==> src/rtl/game_input_conditioner.sv <==
// game_input_conditioner: synchronises, debounces and edge-detects the breakout buttons,
// adds hold-to-repeat on left/right and latches each event as a sticky request.
module game_input_conditioner #(
  parameter int SAMPLE_DIV   = 50000,
  parameter int DEBOUNCE_N   = 10,
  parameter int REPEAT_DELAY = 300,
  parameter int REPEAT_RATE  = 100
) (
  input  logic CLK,
  input  logic reset,
  input  logic left_raw,
  input  logic right_raw,
  input  logic throw_raw,
  input  logic consume,
  output logic left_req,
  output logic right_req,
  output logic throw_req,
  output logic left_held,
  output logic right_held,
  output logic throw_held,
  output logic sample_tick
);
  localparam int DIV_W = (SAMPLE_DIV > 1) ? $clog2(SAMPLE_DIV) : 1;
  localparam int DB_W = (DEBOUNCE_N > 1) ? $clog2(DEBOUNCE_N) : 1;
  localparam int RPT_MAX = (REPEAT_DELAY > REPEAT_RATE) ? REPEAT_DELAY : REPEAT_RATE;
  localparam int RPT_W = (RPT_MAX > 1) ? $clog2(RPT_MAX) : 1;
  localparam logic [DIV_W-1:0] DIV_LAST = DIV_W'(SAMPLE_DIV - 1);
  localparam logic [DB_W-1:0] DB_LAST = DB_W'(DEBOUNCE_N - 1);
  localparam logic [RPT_W-1:0] DELAY_LAST = RPT_W'(REPEAT_DELAY - 1);
  localparam logic [RPT_W-1:0] RATE_LAST = RPT_W'(REPEAT_RATE - 1);

  typedef enum logic [1:0] {ST_IDLE, ST_DELAY, ST_REPEAT} rpt_state_t;

  logic [DIV_W-1:0] r_div;
  logic w_tick;
  logic [2:0] w_raw;
  logic [2:0] r_sync1;
  logic [2:0] r_sync2;
  logic [2:0] r_stable;
  logic [2:0] w_flip;
  logic [2:0] w_stable_nxt;
  logic [2:0] w_ev;
  logic [2:0] r_req;
  logic [1:0] w_rpt_ev;
  logic w_conflict;

  assign w_raw = {throw_raw, right_raw, left_raw};
  assign w_tick = r_div == DIV_LAST;

  always_ff @(posedge CLK) begin
    if (reset) r_div <= '0;
    else r_div <= w_tick ? '0 : r_div + DIV_W'(1);
  end

  always_ff @(posedge CLK) begin
    if (reset) begin
      r_sync1 <= '0;
      r_sync2 <= '0;
      r_stable <= '0;
      r_req <= '0;
    end else begin
      r_sync1 <= w_raw;
      r_sync2 <= r_sync1;
      r_stable <= w_stable_nxt;
      r_req <= w_ev | (r_req & ~{3{consume}});
    end
  end

  // A level change is accepted on the DEBOUNCE_N-th consecutive differing sample.
  for (genvar i = 0; i < 3; i++) begin : g_db
    logic [DB_W-1:0] r_cnt;
    logic w_diff;
    assign w_diff = r_sync2[i] ^ r_stable[i];
    assign w_flip[i] = w_tick & w_diff & (r_cnt == DB_LAST);
    always_ff @(posedge CLK) begin
      if (reset) r_cnt <= '0;
      else if (w_tick) r_cnt <= (w_diff && !w_flip[i]) ? r_cnt + DB_W'(1) : '0;
    end
  end

  assign w_stable_nxt = r_stable ^ w_flip;

  for (genvar i = 0; i < 2; i++) begin : g_rpt
    rpt_state_t r_state;
    rpt_state_t w_state_nxt;
    logic [RPT_W-1:0] r_cnt;
    logic [RPT_W-1:0] w_cnt_nxt;
    logic w_fire;
    logic w_rise;
    logic w_fall;
    assign w_rise = w_flip[i] & ~r_stable[i];
    assign w_fall = w_flip[i] & r_stable[i];
    always_ff @(posedge CLK) begin
      if (reset) begin
        r_state <= ST_IDLE;
        r_cnt <= '0;
      end else begin
        r_state <= w_state_nxt;
        r_cnt <= w_cnt_nxt;
      end
    end
    always_comb begin
      w_state_nxt = r_state;
      w_cnt_nxt = r_cnt;
      w_fire = 1'b0;
      if (w_fall) begin
        w_state_nxt = ST_IDLE;
        w_cnt_nxt = '0;
      end else begin
        case (r_state)
          ST_IDLE: begin
            w_fire = w_rise;
            w_cnt_nxt = '0;
            w_state_nxt = w_rise ? ST_DELAY : ST_IDLE;
          end
          ST_DELAY: if (w_tick) begin
            w_fire = r_cnt == DELAY_LAST;
            w_cnt_nxt = w_fire ? '0 : r_cnt + RPT_W'(1);
            w_state_nxt = w_fire ? ST_REPEAT : ST_DELAY;
          end
          ST_REPEAT: if (w_tick) begin
            w_fire = r_cnt == RATE_LAST;
            w_cnt_nxt = w_fire ? '0 : r_cnt + RPT_W'(1);
          end
          default: w_state_nxt = ST_IDLE;
        endcase
      end
    end
    assign w_rpt_ev[i] = w_fire;
  end

  // Judged on the post-edge levels, so the press that creates the conflict is itself suppressed.
  assign w_conflict = w_stable_nxt[0] & w_stable_nxt[1];
  assign w_ev = {w_flip[2] & ~r_stable[2], w_rpt_ev & {2{~w_conflict}}};

  assign left_req = r_req[0];
  assign right_req = r_req[1];
  assign throw_req = r_req[2];
  assign left_held = r_stable[0];
  assign right_held = r_stable[1];
  assign throw_held = r_stable[2];
  assign sample_tick = w_tick;
endmodule

==> config.mk <==
export PLATFORM = sky130hd
export DESIGN_NAME = game_input_conditioner
export DESIGN_NICKNAME = d
export VERILOG_FILES = /design/src/rtl/game_input_conditioner.sv
export SDC_FILE = /design/constraint.sdc
export NUM_CORES = 1
export LEC_CHECK = 0
export ABC_AREA = 0
export BUFFER_PORTS_ARGS = -buffer_cell sky130_fd_sc_hd__buf_2
export CAP_MARGIN = 20
export CELL_PAD_IN_SITES_DETAIL_PLACEMENT = 1
export CELL_PAD_IN_SITES_GLOBAL_PLACEMENT = 1
export CORE_MARGIN = 3
export CORE_UTILIZATION = 50
export CTS_CLUSTER_SIZE = 24
export DETAILED_ROUTE_END_ITERATION = 10
export PLACE_DENSITY_LB_ADDON = 0.1
export SLEW_MARGIN = 20
export SYNTH_ARGS = -nofsm -noshare
export SYNTH_HDL_FRONTEND = slang
export SYNTH_SLANG_ARGS = --single-unit
==> constraint.sdc <==
create_clock -name CLK -period 7.95 [get_ports CLK]
set_clock_uncertainty 0.05 [all_clocks]
set_input_delay 1.1925 -clock CLK [delete_from_list [all_inputs] [get_ports CLK]]
set_output_delay 1.1925 -clock CLK [all_outputs]
set_load 0.01 [all_outputs]
==> metrics.txt <==
# TYPE chip_impl_metric gauge
chip_impl_metric{name="synth_sequential_area_ratio",unit="%"} 38.3
chip_impl_metric{name="async_flop_share",unit="%"} 0
chip_impl_info{name="critPathKind",value="reg2out"} 1
chip_impl_metric{name="finalMaxSlewViolations",unit=""} 0
chip_impl_metric{name="worstPathMaxFanout",unit=""} 31
chip_impl_metric{name="cp.buffers_inverters",unit=""} 2
chip_impl_metric{name="postLayoutCellArea",unit="mm2"} 0.00356
chip_impl_metric{name="worst_ir_drop_vdd",unit="uV"} 104
chip_impl_info{name="worst_r2r_endpoint",value="g_rpt[0].r_cnt[3]"} 1
chip_impl_metric{name="port-buffer-count",unit=""} 12
chip_impl_metric{name="cts_setup_buffers",unit=""} 0
chip_impl_metric{name="die_area",unit="mm2"} 0.00749
chip_impl_metric{name="utilization",unit="%"} 58.4
chip_impl_metric{name="power_density",unit="mW/mm2"} 181
chip_impl_info{name="cts_root_buf",value="sky130_fd_sc_hd__clkbuf_8"} 1
chip_impl_metric{name="cts-buffers-inserted",unit=""} 9
chip_impl_info{name="hold-path-endpoint",value="r_sync2[2]"} 1
chip_impl_metric{name="drt.antenna.violating_nets",unit=""} 0
chip_impl_info{name="yosys.cell_count.top_type",value="sky130_fd_sc_hd__dfxtp_1"} 1
chip_impl_metric{name="synth-compound-area-share",unit="%"} 17.0
chip_impl_metric{name="core-area",unit="mm2"} 0.00610
chip_impl_info{name="setup.worst_path.end_class",value="output pin"} 1
chip_impl_metric{name="drt_iter0_markers",unit=""} 121
chip_impl_metric{name="max-cap-violations",unit=""} 0
chip_impl_metric{name="timing.critical_path.required",unit="ps"} 6710
chip_impl_metric{name="sequential_cell_area",unit="mm2"} 0.00124
chip_impl_info{name="synth_top_family_by_area",value="simple AND/OR/NAND/NOR gates"} 1
chip_impl_metric{name="grtUsageTotal",unit="%"} 23.5
chip_impl_metric{name="grt_start_max_net_pins",unit=""} 32
chip_impl_metric{name="clk_pin_slew_worst_paths",unit="ps"} 70
chip_impl_info{name="critical_path.top_delay_family",value="simple AND/OR/NAND/NOR gates"} 1
chip_impl_metric{name="antenna_violations_before_repair",unit=""} 0
chip_impl_metric{name="clock_sink_count",unit=""} 62
chip_impl_metric{name="final-setup-viol-count",unit=""} 0
chip_impl_metric{name="cts-hold-fix-buffers",unit=""} 0
chip_impl_metric{name="yosys.area_share.simple",unit="%"} 27.4
chip_impl_metric{name="die_w",unit="um"} 86.5
chip_impl_metric{name="placedInstanceArea",unit="mm2"} 0.00334
chip_impl_metric{name="synthesis.area_per_instance",unit="um2"} 8.27
chip_impl_metric{name="tightest_slew",unit="ps"} 791
chip_impl_info{name="synthTopCellsByArea",value="sky130_fd_sc_hd__dfxtp_1 (38%), sky130_fd_sc_hd__ha_1 (8.5%), sky130_fd_sc_hd__nor2_1 (5.4%)"} 1
chip_impl_metric{name="cts_resized",unit=""} 0
chip_impl_metric{name="average_detailed_routed_wire_length_per_instance",unit="um"} 16.7
chip_impl_info{name="reg2reg_from",value="r_div[5]"} 1
chip_impl_metric{name="via_count",unit=""} 2873
chip_impl_metric{name="layout_min_cycle_time",unit="ps"} 3800
chip_impl_metric{name="timing.hold.worst_path_depth",unit=""} 1
chip_impl_info{name="outcome",value="finished clean"} 1
chip_impl_metric{name="synth_xor_area_share",unit="%"} 4.32
chip_impl_metric{name="clock_insertion_delay_worst_skew",unit="ps"} 340
chip_impl_info{name="rsz0062_at_grt",value="false"} 1
chip_impl_metric{name="worst_r2r_path_depth",unit=""} 9
chip_impl_metric{name="portion_of_netlist_area_occupied_by_mux_cells",unit="%"} 0.309
chip_impl_metric{name="final_layout_size_suffix_gt1_share",unit="%"} 9.11
chip_impl_info{name="crit_path_start_kind",value="flip-flop"} 1
chip_impl_info{name="critical-path-slowest-cell",value="sky130_fd_sc_hd__or4_4"} 1
chip_impl_metric{name="fp-row-count",unit=""} 28
chip_impl_info{name="hold_path_class",value="reg2reg"} 1
chip_impl_metric{name="dieHeight",unit="um"} 86.5
chip_impl_metric{name="nNetsFinal",unit=""} 429
chip_impl_metric{name="arrival",unit="ps"} 2550
chip_impl_metric{name="yosys.area.top_type_share",unit="%"} 38.3
chip_impl_metric{name="vias_in_the_first_global_route",unit=""} 2928
chip_impl_metric{name="yosysWarnings",unit=""} 0
chip_impl_metric{name="syn_nets",unit=""} 420
chip_impl_metric{name="gp_congestion",unit=""} 0.850
chip_impl_metric{name="final.fill_count",unit=""} 753
chip_impl_metric{name="summed_instance_area_of_the_synthesized_netlist",unit="mm2"} 0.00324
chip_impl_metric{name="grt_pass1_wl",unit="mm"} 14.1
chip_impl_metric{name="p_leak",unit="nW"} 1.34
chip_impl_metric{name="num_antenna_cells",unit=""} 0
chip_impl_info{name="worstPathCellList",value="or4b_1 > or4_4 > inv_1 > buf_2"} 1
chip_impl_metric{name="ios",unit=""} 13
chip_impl_metric{name="max_freq",unit="GHz"} 0.263
chip_impl_metric{name="max_stage_delay",unit="ps"} 730
chip_impl_metric{name="setup-tns-final",unit="ps"} 0
chip_impl_metric{name="multi_input_area",unit="mm2"} 0.00187
chip_impl_metric{name="grt_overflow",unit=""} 0
chip_impl_metric{name="yosys.area_share.adder",unit="%"} 8.49
chip_impl_metric{name="power",unit="mW"} 0.645
chip_impl_metric{name="drt_first_pass_iters",unit=""} 4
chip_impl_info{name="dominantRegCellSynth",value="sky130_fd_sc_hd__dfxtp_1"} 1
chip_impl_metric{name="worst_hold_slack",unit="ps"} 388
chip_impl_metric{name="cell_count_after_synthesis",unit=""} 392
chip_impl_metric{name="initial_utilization",unit="%"} 53.2
chip_impl_info{name="synth_commonest_cells",value="sky130_fd_sc_hd__dfxtp_1 (62), sky130_fd_sc_hd__nor2_1 (47), sky130_fd_sc_hd__nand2_1 (32)"} 1
chip_impl_metric{name="detail_routed_via_count_per_cell",unit=""} 5.97
chip_impl_metric{name="synthDistinctLibCells",unit=""} 50
chip_impl_metric{name="synth.ff_latch_count",unit=""} 62
chip_impl_info{name="tritoncts_clock_tree",value="done"} 1
chip_impl_metric{name="max_slew_margin_vs_limit",unit="%"} 47.1
chip_impl_metric{name="synth-edff-count",unit=""} 0
chip_impl_metric{name="report.final.hold_viol_count",unit=""} 0
chip_impl_info{name="worstHoldStart",value="r_sync1[2]"} 1
chip_impl_info{name="yosysTopAreaCell",value="sky130_fd_sc_hd__dfxtp_1"} 1
chip_impl_metric{name="clock_tree.buffer_depth",unit=""} 2
chip_impl_metric{name="route.detailed.drc",unit=""} 0
chip_impl_metric{name="detailed_placement_hpwl",unit="mm"} 5.32
chip_impl_metric{name="drt_wl_total",unit="mm"} 8.02
chip_impl_metric{name="htreeDepth",unit=""} 3
chip_impl_metric{name="area_growth_syn_to_layout",unit="%"} 9.88
chip_impl_metric{name="regToRegSetupSlack",unit="ps"} 4440
chip_impl_metric{name="finalCritPeriodShare",unit="%"} 47.8
[placed cells by master, fill, tap and decap left out, drive strengths merged, types with 5 or more instances in the layout]
cell,count
nand3,20
a22o,6
or2,5
xor2,9
inv,22
ha,22
a22oi,6
buf,12
o21ai,18
clkbuf,12
nor2b,8
nor3b,5
a21oi,24
nand2,32
dfxtp,62
nor3,11
nand3b,7
xnor2,7
and3,8
nor2,47
o31ai,10
[sequential cells by signal (all words and copies together) (netlist names)]
name,cells
g_rpt.r_cnt,18
r_div,16
g_db.r_cnt,12
g_rpt.r_state,4
r_req,3
r_stable,3
r_sync1,3
r_sync2,3
[cells by family (layout without fill, tap and decap cells)]
group | after synthesis | count (layout)
AND/OR/NAND/NOR | 171 | 171
AO/OA/AOI/OAI | 84 | 84
buffers and inverters | 36 | 50
flip-flops | 62 | 62
multiplexers | 1 | 1
XOR/XNOR | 16 | 16
adder cells (fa/ha/maj) | 22 | 22
[per-layer routing]
layer | vias up | part of all wire [%] | wire (um) | track usage, %
li1 | 1409 | - | - | -
met1 | 1399 | 46 | 3710 | 29.5
met2 | 50 | 49 | 3960 | 39.4
met3 | 15 | 2.6 | 212 | 5.61
met4 | 0 | 1.8 | 142 | 7.79
met5 | - | 0 | 0 | 0
[worst reg2reg max path, stage by stage (launching register included)]
cell,delay (ps)
sky130_fd_sc_hd__dfxtp_1,370
sky130_fd_sc_hd__or4b_1,510
sky130_fd_sc_hd__or4_4,730
sky130_fd_sc_hd__nor3b_1,380
sky130_fd_sc_hd__ha_1,270
sky130_fd_sc_hd__nor3b_1,90
sky130_fd_sc_hd__o311a_1,170
sky130_fd_sc_hd__or2_1,380
sky130_fd_sc_hd__a22o_1,240
sky130_fd_sc_hd__a22o_1,230
[power breakdown]
| group | internal [mW] | switching, mW | leakage (nW) | total, mW |
|---|---|---|---|---|
| sequential | 0.314 | 0.00214 | 0.501 | 0.316 |
| combinational | 0.00675 | 0.0135 | 0.731 | 0.0203 |
| clock | 0.184 | 0.124 | 0.110 | 0.309 |
| total | 0.505 | 0.140 | 1.34 | 0.645 |
[worst max-delay path by stage]
stage | slack (ps) | cells after the start | endpoint | start
floorplan | 4540 | 12 | g_rpt[0].r_cnt[4] | r_div[5]
global placement | 4610 | 4 | sample_tick | r_div[5]
detailed placement | 4440 | 9 | g_rpt[0].r_cnt[3] | r_div[5]
CTS | 4170 | 4 | sample_tick | r_div[5]
global route | 4040 | 4 | sample_tick | r_div[5]
finish | 4150 | 4 | sample_tick | r_div[5]
[layout make-up]
class | instances | share of cell area (%)
multi-input combinational | 294 | 52.5
sequential | 62 | 34.8
clock buffer | 12 | 4.07
tap | 75 | 2.63
inverter | 22 | 2.32
clock inverter | 4 | 1.97
timing repair buffer | 12 | 1.69
[per-stage QoR]
| stage | setup WS (ps) | std cells |
|---|---|---|
| after CTS | 4170 | 481 |
| final | 4150 | 481 |
| after detailed placement | 4440 | 465 |
| after global placement | 4610 | 465 |
| after floorplan | 4540 | 392 |
| after global routing | 4040 | 481 |
Power figures use the tool's default switching activity.
